--- src/rtl/i2c_pkg.sv ---
// Shared constants for the write-only I2C target receiver.
// The FSM state encodings are plain localparams so older code that compares raw state values still works.
package i2c_pkg;

    localparam int BIT_CNT_W = 3;

    localparam logic [2:0] ST_IDLE   = 3'd0;
    localparam logic [2:0] ST_ADDR   = 3'd1;
    localparam logic [2:0] ST_ACK    = 3'd2;
    localparam logic [2:0] ST_DATA   = 3'd3;
    localparam logic [2:0] ST_IGNORE = 3'd4;

    localparam logic I2C_ACK  = 1'b0;
    localparam logic I2C_NACK = 1'b1;

    localparam logic [6:0] OLED_I2C_ADDR = 7'h3C;

endpackage

--- src/rtl/i2c_line_sync.sv ---
// Synchroniser for one asynchronous bus line.
// It also keeps the previous synchronised sample so it can report the line level plus one-cycle rise and fall pulses.
module i2c_line_sync #(
    parameter int SYNC_STAGES = 2
) (
    input  logic clock,
    input  logic reset_n,
    input  logic line_in,
    output logic level,
    output logic rise,
    output logic fall
);

    logic [SYNC_STAGES-1:0] sync_q;
    logic [SYNC_STAGES-1:0] sync_d;
    logic                   prev_q;
    logic                   prev_d;

    always_comb begin
        sync_d = {sync_q[SYNC_STAGES-2:0], line_in};
        prev_d = sync_q[SYNC_STAGES-1];
    end

    // Reset to 1 so an idle (pulled-up) bus produces no spurious edges.
    always_ff @(posedge clock or negedge reset_n) begin
        if (!reset_n) begin
            sync_q <= '1;
            prev_q <= 1'b1;
        end else begin
            sync_q <= sync_d;
            prev_q <= prev_d;
        end
    end

    assign level = sync_q[SYNC_STAGES-1];
    assign rise  = level & ~prev_q;
    assign fall  = ~level & prev_q;

endmodule

--- src/rtl/i2c_target_rx.sv ---
// Write-only I2C target receiver.
// It matches a 7-bit address, ACKs write transfers and delivers each received data byte as a one-cycle strobe.
module i2c_target_rx
    import i2c_pkg::*;
#(
    parameter logic [6:0] ADDR        = OLED_I2C_ADDR,
    parameter int         SYNC_STAGES = 2
) (
    input  logic       clock,
    input  logic       reset_n,
    input  logic       scl_in,
    input  logic       sda_in,
    output logic       sda_oe,
    input  logic       rx_ready,
    output logic [7:0] data_out,
    output logic       data_valid,
    output logic       start_det,
    output logic       stop_det,
    output logic       busy
);

    logic scl_level, scl_rise, scl_fall;
    logic sda_level, sda_rise, sda_fall;

    i2c_line_sync #(.SYNC_STAGES(SYNC_STAGES)) u_scl_sync (
        .clock   (clock),
        .reset_n (reset_n),
        .line_in (scl_in),
        .level   (scl_level),
        .rise    (scl_rise),
        .fall    (scl_fall)
    );

    i2c_line_sync #(.SYNC_STAGES(SYNC_STAGES)) u_sda_sync (
        .clock   (clock),
        .reset_n (reset_n),
        .line_in (sda_in),
        .level   (sda_level),
        .rise    (sda_rise),
        .fall    (sda_fall)
    );

    logic [2:0]           state_q, state_d;
    logic [BIT_CNT_W-1:0] bit_cnt_q, bit_cnt_d;
    logic [7:0]           shift_q, shift_d;
    logic [7:0]           data_out_q, data_out_d;
    logic                 sda_oe_q, sda_oe_d;
    logic                 data_valid_q, data_valid_d;
    logic                 start_det_q, start_det_d;
    logic                 stop_det_q, stop_det_d;
    logic                 busy_q, busy_d;

    logic       start_cond;
    logic       stop_cond;
    logic [7:0] shifted;
    logic       last_bit;

    assign start_cond = sda_fall & scl_level;
    assign stop_cond  = sda_rise & scl_level;
    assign shifted    = {shift_q[6:0], sda_level};
    assign last_bit   = (bit_cnt_q == BIT_CNT_W'(7));

    always_comb begin
        state_d      = state_q;
        bit_cnt_d    = bit_cnt_q;
        shift_d      = shift_q;
        data_out_d   = data_out_q;
        sda_oe_d     = sda_oe_q;
        busy_d       = busy_q;
        data_valid_d = 1'b0;
        start_det_d  = 1'b0;
        stop_det_d   = 1'b0;

        if (start_cond) begin
            state_d     = ST_ADDR;
            bit_cnt_d   = '0;
            sda_oe_d    = 1'b0;
            busy_d      = 1'b0;
            start_det_d = 1'b1;
        end else if (stop_cond) begin
            state_d    = ST_IDLE;
            bit_cnt_d  = '0;
            sda_oe_d   = 1'b0;
            busy_d     = 1'b0;
            stop_det_d = 1'b1;
        end else begin
            case (state_q)
                ST_IDLE: begin
                    sda_oe_d = 1'b0;
                end
                ST_ADDR: begin
                    if (scl_rise) begin
                        shift_d   = shifted;
                        bit_cnt_d = bit_cnt_q + BIT_CNT_W'(1);
                        if (last_bit) begin
                            if (shifted[7:1] == ADDR && shifted[0] == 1'b0) begin
                                state_d = ST_ACK;
                                busy_d  = 1'b1;
                            end else begin
                                state_d = ST_IGNORE;
                            end
                        end
                    end
                end
                // The first SCL fall after the 8th bit starts driving the ACK.
                // The next SCL fall, after the 9th clock, ends it.
                ST_ACK: begin
                    if (scl_fall) begin
                        if (!sda_oe_q) begin
                            sda_oe_d = 1'b1;
                        end else begin
                            sda_oe_d  = 1'b0;
                            bit_cnt_d = '0;
                            state_d   = ST_DATA;
                        end
                    end
                end
                ST_DATA: begin
                    if (scl_rise) begin
                        shift_d   = shifted;
                        bit_cnt_d = bit_cnt_q + BIT_CNT_W'(1);
                        if (last_bit) begin
                            if (rx_ready) begin
                                data_out_d   = shifted;
                                data_valid_d = 1'b1;
                                state_d      = ST_ACK;
                            end else begin
                                state_d = ST_IGNORE;
                            end
                        end
                    end
                end
                ST_IGNORE: begin
                    sda_oe_d = 1'b0;
                end
                default: begin
                    state_d  = ST_IDLE;
                    sda_oe_d = 1'b0;
                end
            endcase
        end
    end

    always_ff @(posedge clock or negedge reset_n) begin
        if (!reset_n) begin
            state_q      <= ST_IDLE;
            bit_cnt_q    <= '0;
            shift_q      <= '0;
            data_out_q   <= '0;
            sda_oe_q     <= 1'b0;
            data_valid_q <= 1'b0;
            start_det_q  <= 1'b0;
            stop_det_q   <= 1'b0;
            busy_q       <= 1'b0;
        end else begin
            state_q      <= state_d;
            bit_cnt_q    <= bit_cnt_d;
            shift_q      <= shift_d;
            data_out_q   <= data_out_d;
            sda_oe_q     <= sda_oe_d;
            data_valid_q <= data_valid_d;
            start_det_q  <= start_det_d;
            stop_det_q   <= stop_det_d;
            busy_q       <= busy_d;
        end
    end

    assign sda_oe     = sda_oe_q;
    assign data_out   = data_out_q;
    assign data_valid = data_valid_q;
    assign start_det  = start_det_q;
    assign stop_det   = stop_det_q;
    assign busy       = busy_q;

endmodule

--- config.mk ---
export PLATFORM = sky130hd
export DESIGN_NAME = i2c_target_rx
export DESIGN_NICKNAME = d
export VERILOG_FILES = /design/src/rtl/i2c_pkg.sv /design/src/rtl/i2c_line_sync.sv /design/src/rtl/i2c_target_rx.sv
export SDC_FILE = /design/constraint.sdc
export NUM_CORES = 1
export LEC_CHECK = 0
export ABC_AREA = 1
export CELL_PAD_IN_SITES_DETAIL_PLACEMENT = 0
export CELL_PAD_IN_SITES_GLOBAL_PLACEMENT = 2
export CORE_MARGIN = 5
export CORE_UTILIZATION = 33
export CTS_CLUSTER_SIZE = 10
export DETAILED_ROUTE_END_ITERATION = 10
export HOLD_SLACK_MARGIN = 0.08
export PLACE_DENSITY_LB_ADDON = 0.1
export SLEW_MARGIN = 30
export SYNTH_ARGS = -nofsm -noshare
export SYNTH_HDL_FRONTEND = slang
export SYNTH_SLANG_ARGS = --single-unit
--- constraint.sdc ---
create_clock -name clock -period 4.6 [get_ports clock]
set_clock_uncertainty 0.15 [all_clocks]
set_input_delay 1.15 -clock clock [delete_from_list [all_inputs] [get_ports clock]]
set_output_delay 1.15 -clock clock [all_outputs]
set_load 0.02 [all_outputs]
# After elaboration in Yosys (flattened, before gate mapping)
# Cells that the tools add are included.
[word_totals]
reg_bits = 32
input_bits = 5
[op_classes]
muxes = 37
bitwise_logic = 12
n_eq_ne = 15
add_sub_neg = 1
n_reduce_logical = 15
[ops]
columns = ["cell", "count"]
rows = [
  ["two-way mux 3 bit", 15],
  ["inequality test 4 bit (second input constant)", 6],
  ["two-way mux 1 bit", 19],
  ["one-hot mux 3 bit (4 select lines)", 1],
  ["AND reduction 4 bit", 3],
  ["nonzero test 3 bit", 4],
  ["== test 7 x 6 -> 1 bit (second input constant)", 1],
  ["AND reduction 7 bit", 1],
  ["AND 1 bit", 6],
  ["== test 3 x 2 -> 1 bit (second input constant)", 2],
  ["== test 3 bit (second input constant)", 2],
  ["inequality test 3 x 1 -> 1 bit (second input constant)", 2],
  ["NOT 1 bit", 6],
  ["one-hot mux 3 bit (2 select lines)", 1],
  ["AND reduction 6 bit", 1],
  ["inequality test 4 x 1 -> 1 bit (second input constant)", 1],
  ["nonzero test 4 bit", 1],
  ["OR reduction 2 bit", 2],
  ["adder 3 x 1 -> 3 bit (second input constant)", 1],
  ["== test 3 x 1 -> 1 bit (second input constant)", 1],
  ["zero test 3 bit", 1],
  ["one-hot mux 1 bit (2 select lines)", 1],
  ["AND reduction 2 bit", 1],
  ["logical AND 1 bit", 1],
]

# Depth between registers and ports, before layout
# Gate-level depths: netlist (run 1).
[depth]
depth_word = 8
depth_mapped = 9
depth_no_buf = 9

# Cells and area by module
# From an unflattened synthesis (run 1), not the netlist that was laid out.
[unflattened]
hier_cells = 151
hier_area_um2 = 1472.7
[modules_own_cells]
columns = ["module", "cells_per_inst", "seq_area_each_um2", "instances", "area_each_um2"]
rows = [
  ["i2c_target_rx", 137, 650.6, 1, 1285.0],
  ["i2c_line_sync", 7, 78.8, 2, 93.8],
]

# Least setup slack after synthesis (run 1)
# No wires, ideal clock.
[synth_path]
path_kind = "input-to-reg"
start = "input port rx_ready"
end = "register data_out_q[7] (netlist: data_out[7])"
arrival_ps = 1508
path_slack_ps = 2824
t_required_ps = 4332
n_path_buf = 1
cell_stages = 4
path_cell_list = "nand3_4 buf_6 nand2_1 o21ai_2"
[synth_via]
elab_chain_len = 1
[synth_lines]
columns = ["element", "line_no", "rtl"]
rows = [
  ["from (decl)", "i2c_target_rx.sv:14", "input logic rx_ready,"],
  ["AND reduction 6 bit (no source line)", "n/a", ""],
  ["to (signal assigned)", "i2c_target_rx.sv:159", "data_out_q <= data_out_d;"],
  ["to (decl)", "i2c_target_rx.sv:46", "logic [7:0] data_out_q, data_out_d;"],
]
# No other way between the ends.
# A chain may end at the register's enable or synchronous reset.

# Final worst setup path (run 1)
[layout_path]
start = "register sda_oe_q (netlist: sda_oe)"
end = "output port sda_oe"
[layout_rtl]
columns = ["element", "line_no", "rtl"]
rows = [
  ["from (decl)", "i2c_target_rx.sv:47", "logic sda_oe_q, sda_oe_d;"],
  ["from (signal assigned)", "i2c_target_rx.sv:160", "sda_oe_q <= sda_oe_d;"],
  ["to (decl)", "i2c_target_rx.sv:13", "output logic sda_oe,"],
]
# No word-level cell between the ends.

==> summary.md, run 1 <==
| Metric | Value |
|---|---|
| Post-route ant nets | `0` |
| Synthesized instance count | `166` |
| Starting Density | `34.05%` |
| Pre-CTS setup slack | `2.177 ns` |
| Most instantiated library cell after synthesis | `nand2_1` |
| Fmax | `385.7 MHz` |
| Slew margin rel. | `72.73%` |
| NumNets Final | `196` |
| Die Height | `77.03 um` |
| WHS | `0.1998 ns` |
| Final hold vios | `0` |
| Post-DR vias/cell | `4.562` |
| Post-synth top flop | `dfrtp_1` |
| Clock Sinks | `32` |
| Clock transition at the registers of the reported paths | `0.06 ns` |
| Psw | `0.1280 mW` |
| Int Power | `0.4618 mW` |
| Largest area contributor in the netlist | `dfrtp_1` |
| FF+latch count, synth | `32` |
| Sw Share | `21.70%` |
| Non-filler cells, final | `242` |
| Fillcell total | `443` |
| Pwr dens | `325.7 nW/um2` |
| Setup Buffers After CTS | `0` |
| Synth warn | `0` |
| EDFF count, synth | `0` |
| Vias in the first global route | `1116` |
| TNS Setup | `0 ns` |
| Combinational Power Share | `5.8%` |
| Die W | `77.03 um` |
| DP Cell Count | `234` |
| Final period util | `56.36%` |
| Synth async-reset ratio | `100.0%` |
| Total length of routed wires | `2922 um` |
| CP max stage cell | `clkdlybuf4s50_1` |
| Cts hold-fix bufs | `0` |
| Top cells by count, synth | `51 x nand2_1, 26 x dfrtp_1, 17 x inv_1` |
| Die ar. | `5934 um2` |
| Startpoint types | `flip-flop` |
| Layout area overhead | `22.11%` |
| Final worst slack | `2.007 ns` |
| Part of the power in the clock network | `44.3%` |
| First-pass GRT wire length | `5161 um` |
| RSZ-0062 raised after global routing | `false` |
| LEAKAGE | `0.8198 nW` |
| TritonCTS clock tree | `done` |
| Top cells by area, synth | `dfrtp_1 44%, nand2_1 13%, dfstp_2 11%, o21ai_2 5.9%, inv_1 4.3%` |
| Critical path buffers and inverters | `1` |
| Total CTS buffers | `5` |
| Critical path peak fanout | `4` |
| Data required, critical path | `3.30 ns` |
| Fraction of layout cells with a size suffix above 1 | `18.95%` |
| Post-Syn Area | `1483 um2` |
| Placed cell areas | `1703 um2` |
| WP data arrival | `1.29 ns` |
| Slew Limit Fails | `0` |
| GPL Wtd Cong | `0.8001` |
| Antenna cell count | `0` |
| Worst VDD drop | `0.1991 mV` |
| DR pass1 iterations | `4` |
| Max cap viols | `0` |
| # IOs | `18` |
| Area of the multi-input gates | `580.6 um2` |
| Status | `finished clean` |
| Placement Rows | `24` |
| Synthesized area per cell | `8.932 um2` |
| Initial DRC Count | `69` |
| Hpwl dp | `2152 um` |
| Final Cell Area | `1810 um2` |
| Slew @ Worst Pin | `0.4090 ns` |
| R2R setup slack | `2.86 ns` |
| Register share of total power | `49.9%` |
| Net count after synthesis | `173` |
| WL/cell | `12.07 um` |
| Finish-stage setup viols | `0` |
| Clock Tree Root | `clkbuf_8` |
| Worst hold path type | `reg2reg` |
| Initial antenna violation count | `0` |
| WS Path Type | `reg2out` |
| Synth top area share | `43.88%` |
| Number of buffers added on ports | `17` |
| Largest delay share family, worst path | `buffers and inverters` |
| H-tree depth | `2` |
| PostCTS Resize Cnt | `0` |
| CP cell instances | `clkdlybuf4s50_1` |
| Crit. End Element | `output port` |
| Sequential cell area | `808.3 um2` |
| DR vias | `1104` |
| Remaining DRCs | `0` |
| Worst-skew pair later-pin latency | `0.28 ns` |
| Post-synth cell types | `22` |
| Max clock buf depth | `2` |
| Largest net degree at the start of global routing | `33` |
| Sequential-to-total area share from yosys stat | `54.51%` |
| Grt ovf | `0` |
| Global-route usage over all layers | `10.97%` |
| Tmin final | `2.593 ns` |
| Slowest stage delay, CP | `0.62 ns` |
| Core Area | `4354 um2` |
[per-layer routing]
metal,track usage [%],vias up,share of wire [%]
met2,16.30,20,45
met5,0,-,0
met1,14.13,507,49
met4,6.186,0,1.5
met3,3.279,4,4.8
li1,-,573,-
[path summary, 6_finish.rpt]
path | from | to | cells past startpoint
setup reg to reg | u_sda_sync.sync_q[1] | data_out[3] | 7
hold / removal | u_scl_sync.sync_q[0] | u_scl_sync.sync_q[1] | 0
setup / recovery | sda_oe | sda_oe | 1
max in group asynchronous | reset_n | u_scl_sync.prev_q | 2
min in group asynchronous | reset_n | data_out[5] | 2
hold reg to reg | u_scl_sync.sync_q[0] | u_scl_sync.sync_q[1] | 0
[cell usage in the layout, fill, tap and decap left out, types with 2 or more instances in the layout]
cell type        synthesis  layout
ha_1                     2       2
nor2_4                   2       2
dfrtp_1                 26      26
nand2_2                  3       3
nand2_1                 51      51
clkbuf_8                 0       5
o21ai_1                  6       6
inv_2                    2       2
inv_1                   17      17
o21ai_2                 10      10
nand3b_1                 2       2
nor2_1                  16      16
nor2_2                   2       2
clkdlybuf4s50_1          0      17
a21oi_1                  3       3
nand3_1                  8       8
dfstp_2                  6       6
o21ai_0                  3       3
[state kept, by name, indices dropped and copies added, names as in the netlist]
signal             count
u_scl_sync.sync_q      2
state_q                3
u_scl_sync.prev_q      1
data_out               8
shift_q                7
data_valid             1
bit_cnt_q              3
start_det              1
stop_det               1
u_sda_sync.prev_q      1
sda_oe                 1
u_sda_sync.sync_q      2
busy                   1
[logic make-up after synthesis]
| group | synth area share, % |
|---|---|
| simple gates | 25.91 |
| fa+ha+maj | 1.687 |
| compound gates | 11.56 |
| buf+inv | 6.329 |
| flops | 54.51 |
[power by group through the flow]
stage	Clock (mW)	Sequential, mW	Combinational, mW
2_1_floorplan	0	0.299	0.0185
6_report	0.261	0.294	0.0343
4_1_cts	0.273	0.294	0.0355
3_3_place_gp	0	0.299	0.0349
3_5_place_dp	0	0.299	0.0353
5_1_grt	0.284	0.295	0.0403
[cell type report]
| type | instances | area share [%] |
|---|---|---|
| Timing Repair Buffer | 18 | 9.813 |
| Inverter | 19 | 3.939 |
| Sequential cell | 32 | 44.64 |
| Multi-Input combinational cell | 113 | 32.07 |
| Tap cell | 52 | 3.594 |
| Clock buffer | 6 | 4.008 |
| Clock inverter | 2 | 1.935 |
[stage by stage]
step	total power, mW	utilization, %
floorplan	0.3178	-
global placement	0.3340	39.11
detailed placement	0.3347	39.11
CTS	0.6031	41.58
global route	0.6197	41.58
finish	0.5897	41.58
Note: power is estimated with default switching activity, not from simulation.
==> run 2: changes to the inputs <==
--- a/config.mk
+++ b/config.mk
@@ -9,7 +9,7 @@
 export CELL_PAD_IN_SITES_DETAIL_PLACEMENT = 0
 export CELL_PAD_IN_SITES_GLOBAL_PLACEMENT = 2
 export CORE_MARGIN = 5
-export CORE_UTILIZATION = 33
+export CORE_UTILIZATION = 30
 export CTS_CLUSTER_SIZE = 10
 export DETAILED_ROUTE_END_ITERATION = 10
 export HOLD_SLACK_MARGIN = 0.08
==> constraint.sdc (replaced) <==
create_clock -name clock -period 2.2 [get_ports clock]
set_clock_uncertainty 0.15 [all_clocks]
set_input_delay 0.55 -clock clock [delete_from_list [all_inputs] [get_ports clock]]
set_output_delay 0.55 -clock clock [all_outputs]
set_load 0.02 [all_outputs]
==> run 2 against run 1 <==
Sequential power is 110% higher; first-iteration DRC count decreased by 29%; clock-buffer cell count unchanged; power is 88% higher; design area shrank 0.62%; wire length increased by 2.6%; register-to-register slack worse by 2.4 ns; hold slack gained 0.0088 ns.
==> summary.md, run 2 (synthesis gave the netlist of run 1 again) <==
| Metric | Value |
|---|---|
| Worst VDD drop | `0.3800 mV (was 0.1991 mV)` |
| Metal-1 WL | `1412 um (was 1434 um)` |
| Core Area | `4755 um2 (was 4354 um2)` |
| Area of the multi-input gates | `580.6 um2 (unchanged)` |
| Worst Hold Path EP | `u_scl_sync.sync_q[1] (unchanged)` |
| Slowest stage delay, CP | `0.63 ns (was 0.62 ns)` |
| WL/cell | `11.71 um (was 12.07 um)` |
| Max cap viols | `0 (unchanged)` |
| Max layer used | `met4 (unchanged)` |
| Critical path buffers and inverters | `1 (unchanged)` |
| Worst r2r src | `u_sda_sync.sync_q[1] (unchanged)` |
| DR vias | `1085 (was 1104)` |
| Setup Buffers After CTS | `0 (unchanged)` |
| Slew @ Worst Pin | `0.4071 ns (was 0.4090 ns)` |
| WP data arrival | `1.29 ns (about the same)` |
| Largest delay share family, worst path | `buffers and inverters (unchanged)` |
| # IOs | `18 (unchanged)` |
| First-pass GRT wire length | `5319 um (was 5161 um)` |
| Int Power | `0.8446 mW (was 0.4618 mW)` |
| Critical path peak fanout | `4 (unchanged)` |
| Data required, critical path | `1.50 ns (was 3.30 ns)` |
| DR pass1 iterations | `4 (unchanged)` |
| Slew margin rel. | `72.86% (was 72.73%)` |
| Layout area overhead | `21.35% (was 22.11%)` |
| WS Path Type | `reg2out (unchanged)` |
| Crit. End Element | `output port (unchanged)` |
| Finish-stage setup viols | `0 (unchanged)` |
| PostCTS Resize Cnt | `0 (unchanged)` |
| Antenna cell count | `0 (unchanged)` |
| LEAKAGE | `0.8056 nW (was 0.8198 nW)` |
| Psw | `0.2616 mW (was 0.1280 mW)` |
| Status | `finished clean (unchanged)` |
| R2R setup slack | `0.42 ns (was 2.86 ns)` |
| Tmin final | `1.995 ns` |
| Placement Rows | `25 (was 24)` |
| DR WL met2 | `1387 um (was 1303 um)` |
| Initial DRC Count | `49 (was 69)` |
| Fraction of layout cells with a size suffix above 1 | `18.52% (was 18.95%)` |
| Combinational Power Share | `6.5% (was 5.8%)` |
| Sw Share | `23.65% (was 21.70%)` |
| FF-to-FF path depth | `7 (unchanged)` |
| Max reg flops | `8 (unchanged)` |
| Stages on the worst setup path | `1 (unchanged)` |
| Slew Limit Fails | `0 (unchanged)` |
| Total CTS buffers | `5 (unchanged)` |
| CP max stage cell | `clkdlybuf4s50_1 (unchanged)` |
| Remaining DRCs | `0 (unchanged)` |
| Part of the power in the clock network | `37.9% (was 44.3%)` |
| Post-route ant nets | `0 (unchanged)` |
| H-tree depth | `2 (unchanged)` |
| RSZ-0062 raised after global routing | `false (unchanged)` |
| Register share of total power | `55.6% (was 49.9%)` |
| Final period util | `90.66%` |
| Startpoint types | `flip-flop (unchanged)` |
| Die W | `80.30 um (was 77.03 um)` |
| Final Cell Area | `1799 um2 (was 1810 um2)` |
| Largest net degree at the start of global routing | `33 (unchanged)` |
| Number of buffers added on ports | `17 (unchanged)` |
| Met3 Routed Length | `154 um (was 140 um)` |
| Hold_sp | `u_scl_sync.sync_q[0] (unchanged)` |
| Die Height | `80.30 um (was 77.03 um)` |
| Post-DR vias/cell | `4.238 (was 4.562)` |
| Worst reg2reg endpoint | `shift_q[3] (was data_out[3])` |
| Clock transition at the registers of the reported paths | `0.06 ns (about the same)` |
| Grt ovf | `0 (unchanged)` |
| CP cell instances | `clkdlybuf4s50_1 (unchanged)` |
| Clock Tree Root | `clkbuf_8 (unchanged)` |
| Sequential cell area | `808.3 um2 (unchanged)` |
| Vias in the first global route | `1104 (was 1116)` |
| DP Cell Count | `249 (was 234)` |
| Max clock buf depth | `2 (unchanged)` |
| Fmax | `501.4 MHz` |
| TNS Setup | `0 ns (unchanged)` |
| Clock Sinks | `32 (unchanged)` |
| Pwr dens | `614.8 nW/um2 (was 325.7 nW/um2)` |
| Worst hold path type | `reg2reg (unchanged)` |
| GPL Wtd Cong | `0.7381 (was 0.8001)` |
| Non-filler cells, final | `256 (was 242)` |
| NumNets Final | `196 (unchanged)` |
| Hpwl dp | `2247 um (was 2152 um)` |
| Worst-skew pair later-pin latency | `0.28 ns (about the same)` |
| Cts hold-fix bufs | `0 (unchanged)` |
| Die ar. | `6448 um2 (was 5934 um2)` |
| Final core occ | `37.84% (was 41.58%)` |
| Fillcell total | `497 (was 443)` |
| Final hold vios | `0 (unchanged)` |
| Most frequent cells in the layout | `51 x nand2_1, 26 x dfrtp_1, 17 x inv_1, 17 x clkdlybuf4s50_1, 16 x nor2_1 (unchanged)` |
| Total length of routed wires | `2999 um (was 2922 um)` |
| Most common cell after layout, fill and taps aside | `nand2_1 (unchanged)` |
| Hold depth | `0 (unchanged)` |
| Starting Density | `31.18% (was 34.05%)` |
| Initial antenna violation count | `0 (unchanged)` |
| Placed cell areas | `1722 um2 (was 1703 um2)` |
| TritonCTS clock tree | `done (unchanged)` |
| Global-route usage over all layers | `10.89% (was 10.97%)` |
==> run 2: cell count changes in the layout (fill, tap and decap cells not counted) <==
cell	previous run	this run
bufinv_16	1	0
==> run 2: worst max-delay path by stage <==
| stage | startpoint | slack (ns) | end |
|---|---|---|---|
| after floorplan | u_sda_sync.sync_q[1] | 0.61 | data_out[7] |
| after global placement | rx_ready | 0.41 | data_out[3] |
| after detailed placement | rx_ready | 0.38 | data_out[7] |
| after CTS | sda_oe | 0.18 | sda_oe |
| after global routing | sda_oe | 0.15 | sda_oe |
| final | sda_oe | 0.21 | sda_oe |
==> run 2: area by class of cell <==
cell class / instances / share of cell area [%]
flip-flops and latches: 32 / 44.92
inverters: 19 / 3.964
multi-input cells: 113 / 32.27
clock inverters: 1 / 0.2782
repair buffers: 18 / 9.875
clock buffers: 6 / 4.033
well taps: 67 / 4.659
==> run 2: stage by stage <==
stage                     setup slack, ns  hold slack [ns]  power (mW)
after CTS                          0.1761           0.2103       1.125
after floorplan                    0.6090           0.1044      0.6645
after detailed placement           0.3824           0.2010      0.7000
final                              0.2054           0.2086       1.106
after global placement             0.4112           0.1963      0.6986
after global routing               0.1503           0.2151       1.163
==> run 2: worst reg2reg max path, stage by stage, from the launching register on <==
cell     delay, ns
dfstp_2       0.58
inv_2         0.08
nand3_1       0.12
nand2_2       0.13
nor2_4        0.19
nand2_2       0.21
nand2_1       0.14
o21ai_2       0.05
==> run 2: layer usage <==
| layer | vias to the layer above | GRT usage, % |
|---|---|---|
| met1 | 496 | 13.96 |
| met5 | - | 0 |
| li1 | 567 | - |
| met4 | 0 | 5.068 |
| met3 | 4 | 3.587 |
| met2 | 18 | 16.47 |
==> run 2: power groups by stage <==
stage	Combinational, mW	Clock (mW)	Sequential [mW]
after floorplan	0.0387	0	0.626
after CTS	0.0743	0.436	0.615
after global routing	0.0837	0.462	0.617
final	0.0721	0.419	0.615
after detailed placement	0.0740	0	0.626
after global placement	0.0733	0	0.625
==> run 3: changes to the inputs <==
--- a/config.mk
+++ b/config.mk
@@ -5,11 +5,10 @@
 export SDC_FILE = /design/constraint.sdc
 export NUM_CORES = 1
 export LEC_CHECK = 0
-export ABC_AREA = 1
 export CELL_PAD_IN_SITES_DETAIL_PLACEMENT = 0
 export CELL_PAD_IN_SITES_GLOBAL_PLACEMENT = 2
 export CORE_MARGIN = 5
-export CORE_UTILIZATION = 30
+export CORE_UTILIZATION = 33
 export CTS_CLUSTER_SIZE = 10
 export DETAILED_ROUTE_END_ITERATION = 10
 export HOLD_SLACK_MARGIN = 0.08
==> run 3 against run 2 <==
Sequential cell count is the same; power is 9.6% higher; worst setup slack worse by 0.029 ns; largest power group unchanged; critical path depth grew 6; non-clock buffer count is 4 higher; synthesized cell count down 39%.
==> summary.md, run 3 <==
| Metric | Value |
|---|---|
| Fmax | `494.1 MHz (was 501.4 MHz)` |
| TritonCTS clock tree | `done (unchanged)` |
| Final hold vios | `0 (unchanged)` |
| Max clock buf depth | `2 (unchanged)` |
| Setup Buffers After CTS | `0 (unchanged)` |
| Largest net degree at the start of global routing | `33 (unchanged)` |
| Remaining DRCs | `0 (unchanged)` |
| Grt ovf | `0 (unchanged)` |
| Global-route usage over all layers | `10.61% (was 10.89%)` |
| Hpwl dp | `1701 um (was 2247 um)` |
| Total length of routed wires | `2519 um (was 2999 um)` |
| Worst VDD drop | `0.4108 mV (was 0.3800 mV)` |
| Synth top area share | `48.37% (was 43.88%)` |
| LEAKAGE | `0.7805 nW (was 0.8056 nW)` |
| Startpoint types | `flip-flop (unchanged)` |
| CP dominant cell by count | `ha_1` |
| Post-synth cell types | `32 (was 22)` |
| Worst hold path type | `reg2reg (unchanged)` |
| Cts hold-fix bufs | `0 (unchanged)` |
| Post-route ant nets | `0 (unchanged)` |
| Clock transition at the registers of the reported paths | `0.06 ns (about the same)` |
| Part of the power in the clock network | `44.7% (was 37.9%)` |
| Synth async-reset ratio | `100.0% (unchanged)` |
| Max cap viols | `0 (unchanged)` |
| First-pass GRT wire length | `4264 um (was 5319 um)` |
| Int Power | `0.9654 mW (was 0.8446 mW)` |
| Data required, critical path | `2.21 ns (was 1.50 ns)` |
| Status | `finished clean (unchanged)` |
| WS Path Type | `reg2reg (was reg2out)` |
| Top cells by count, synth | `26 x dfrtp_1, 16 x mux2_2, 6 x dfstp_2 (was 51 x nand2_1, 26 x dfrtp_1, 17 x inv_1)` |
| FF+latch count, synth | `32 (unchanged)` |
| DP Cell Count | `170 (was 249)` |
| RSZ-0062 raised after global routing | `false (unchanged)` |
| Max reg flops | `8 (unchanged)` |
| DR pass1 iterations | `4 (unchanged)` |
| Initial DRC Count | `58 (was 49)` |
| Die Height | `73.84 um (was 80.30 um)` |
| Pwr dens | `711.7 nW/um2 (was 614.8 nW/um2)` |
| DR vias | `882 (was 1085)` |
| Most instantiated library cell after synthesis | `dfrtp_1 (was nand2_1)` |
| GPL Wtd Cong | `0.6895 (was 0.7381)` |
| Register share of total power | `50.8% (was 55.6%)` |
| Non-filler cells, final | `178 (was 256)` |
| Finish-stage setup viols | `0 (unchanged)` |
| Tmin final | `2.024 ns (was 1.995 ns)` |
| # IOs | `18 (unchanged)` |
| Fraction of layout cells with a size suffix above 1 | `28.91% (was 18.52%)` |
| Total CTS buffers | `5 (unchanged)` |
| NumNets Final | `134 (was 196)` |
| Largest area contributor in the netlist | `dfrtp_1 (unchanged)` |
| Vias in the first global route | `887 (was 1104)` |
| Sequential-to-total area share from yosys stat | `60.09% (was 54.51%)` |
| Post-synth top flop | `dfrtp_1 (unchanged)` |
| Post-DR vias/cell | `4.955 (was 4.238)` |
| Clock Tree Root | `clkbuf_8 (unchanged)` |
| Slew margin rel. | `72.60% (was 72.86%)` |
| Synth warn | `0 (unchanged)` |
| Combinational Power Share | `4.5% (was 6.5%)` |
| PostCTS Resize Cnt | `0 (unchanged)` |
| Final Power | `1.212 mW (was 1.106 mW)` |
| WP data arrival | `2.04 ns (was 1.29 ns)` |
| Psw | `0.2465 mW (was 0.2616 mW)` |
| H-tree depth | `2 (unchanged)` |
| EDFF count, synth | `0 (unchanged)` |
| CP max stage cell | `dfrtp_1 (was clkdlybuf4s50_1)` |
| Pre-CTS setup slack | `0.1114 ns (was 0.3824 ns)` |
| Slew Limit Fails | `0 (unchanged)` |
| Core Area | `3971 um2 (was 4755 um2)` |
| TNS Setup | `0 ns (unchanged)` |
| Layout area overhead | `26.60% (was 21.35%)` |
| Net count after synthesis | `108 (was 173)` |
| Antenna cell count | `0 (unchanged)` |
| Slowest stage delay, CP | `0.37 ns (was 0.63 ns)` |
| Final worst slack | `0.1760 ns (was 0.2054 ns)` |
| Placement Rows | `23 (was 25)` |
| Sw Share | `20.34% (was 23.65%)` |
| Final period util | `92.00% (was 90.66%)` |
| Number of buffers added on ports | `17 (unchanged)` |
| Most common cell after layout, fill and taps aside | `dfrtp_1 (was nand2_1)` |
| Top cells by area, synth | `dfrtp_1 48%, mux2_2 13%, dfstp_2 12%, nand4b_1 2.0%, ha_1 1.9% (was dfrtp_1 44%, nand2_1 13%, dfstp_2 11%, o21ai_2 5.9%, inv_1 4.3%)` |
| Synthesized area per cell | `13.32 um2 (was 8.932 um2)` |
| Initial antenna violation count | `0 (unchanged)` |
| Most frequent cells in the layout | `26 x dfrtp_1, 17 x clkdlybuf4s50_1, 16 x mux2_2, 6 x dfstp_2 (was 51 x nand2_1, 26 x dfrtp_1, 17 x inv_1, 17 x clkdlybuf4s50_1, 16 x nor2_1)` |
| Crit. End Element | `flip-flop (was output port)` |
| Post-Syn Area | `1345 um2 (was 1483 um2)` |
| Die ar. | `5452 um2 (was 6448 um2)` |
| Worst-skew pair later-pin latency | `0.28 ns (about the same)` |
| Starting Density | `33.87% (was 31.18%)` |
| Critical path peak fanout | `8 (was 4)` |
| WL/cell | `14.15 um (was 11.71 um)` |
| Clock Sinks | `32 (unchanged)` |
| CP cell instances | `ha_1 > ha_1 > and3b_2 > nand2_1 > nor3_4 > buf_4 > mux2_2 (was clkdlybuf4s50_1)` |
| Die W | `73.84 um (was 80.30 um)` |
| Synthesized instance count | `101 (was 166)` |
| Slew @ Worst Pin | `0.4111 ns (was 0.4071 ns)` |
run 3: final timing paths:
| path | cells past startpoint | slack, ns | to | from |
|---|---|---|---|---|
| setup / recovery | 7 | 0.18 | data_out[4] | bit_cnt_q[0] |
| hold / removal | 0 | 0.20 | u_sda_sync.sync_q[1] | u_sda_sync.sync_q[0] |
| setup reg to reg | 7 | 0.18 | data_out[4] | bit_cnt_q[0] |
| hold reg to reg | 0 | 0.20 | u_sda_sync.sync_q[1] | u_sda_sync.sync_q[0] |
| max in group asynchronous | 2 | 1.04 | u_sda_sync.sync_q[0] | reset_n |
| min in group asynchronous | 2 | 0.52 | bit_cnt_q[1] | reset_n |
run 3: kinds of logic (layout without fill, tap and decap cells):
logic type / count (synthesis) / after routing / synth area share [%]
DFF: 32 / 32 / 60.09
and+or+nand+nor: 31 / 31 / 15.44
muxes: 16 / 16 / 13.40
AOI/OAI and AO/OA: 14 / 14 / 6.511
buffers and inverters: 5 / 32 / 2.046
adders and majority gates: 2 / 2 / 1.860
xor gates and xnor gates: 1 / 1 / 0.6513
run 3: worst max-delay path, delay by kind of cell, from the launching register on:
family	cells	cell delay, ns
DFF	1	0.37
and+or+nand+nor	3	0.54
muxes	1	0.35
buffers and inverters	1	0.19
adders and majority gates	2	0.31
run 3: power groups by stage:
| stage | combinational [mW] | clock (mW) | sequential, mW |
|---|---|---|---|
| final | 0.0550 | 0.542 | 0.615 |
| after global placement | 0.0566 | 0 | 0.626 |
| after global routing | 0.0612 | 0.588 | 0.617 |
| after floorplan | 0.0264 | 0 | 0.624 |
| after detailed placement | 0.0561 | 0 | 0.626 |
| after CTS | 0.0565 | 0.566 | 0.615 |
run 3: metal layers:
layer	global-route usage, %	routed length (um)
met1	14.62	1260
met2	14.17	1075
met3	4.241	127
met4	5.433	56
met5	0	0
run 3: through the flow:
stage	hold slack (ns)	cell area [um2]	util, %
3_3_place_gp	0.1965	1595	40.17
6_report	0.2042	1703	42.88
2_1_floorplan	0.1044	1345	-
5_1_grt	0.2078	1703	42.88
3_5_place_dp	0.1969	1595	40.17
4_1_cts	0.2057	1703	42.88
run 3: final cells by class:
type / instances / area [um2]
Tap cell: 50 / 62.56
Timing Repair Buffer: 22 / 207.7
Inverter: 2 / 7.507
Multi-Input combinational cell: 64 / 509.2
Sequential cell: 32 / 808.3
Fill cell: 387 / 2268
Clock inverter: 2 / 35.03
Clock buffer: 6 / 72.57
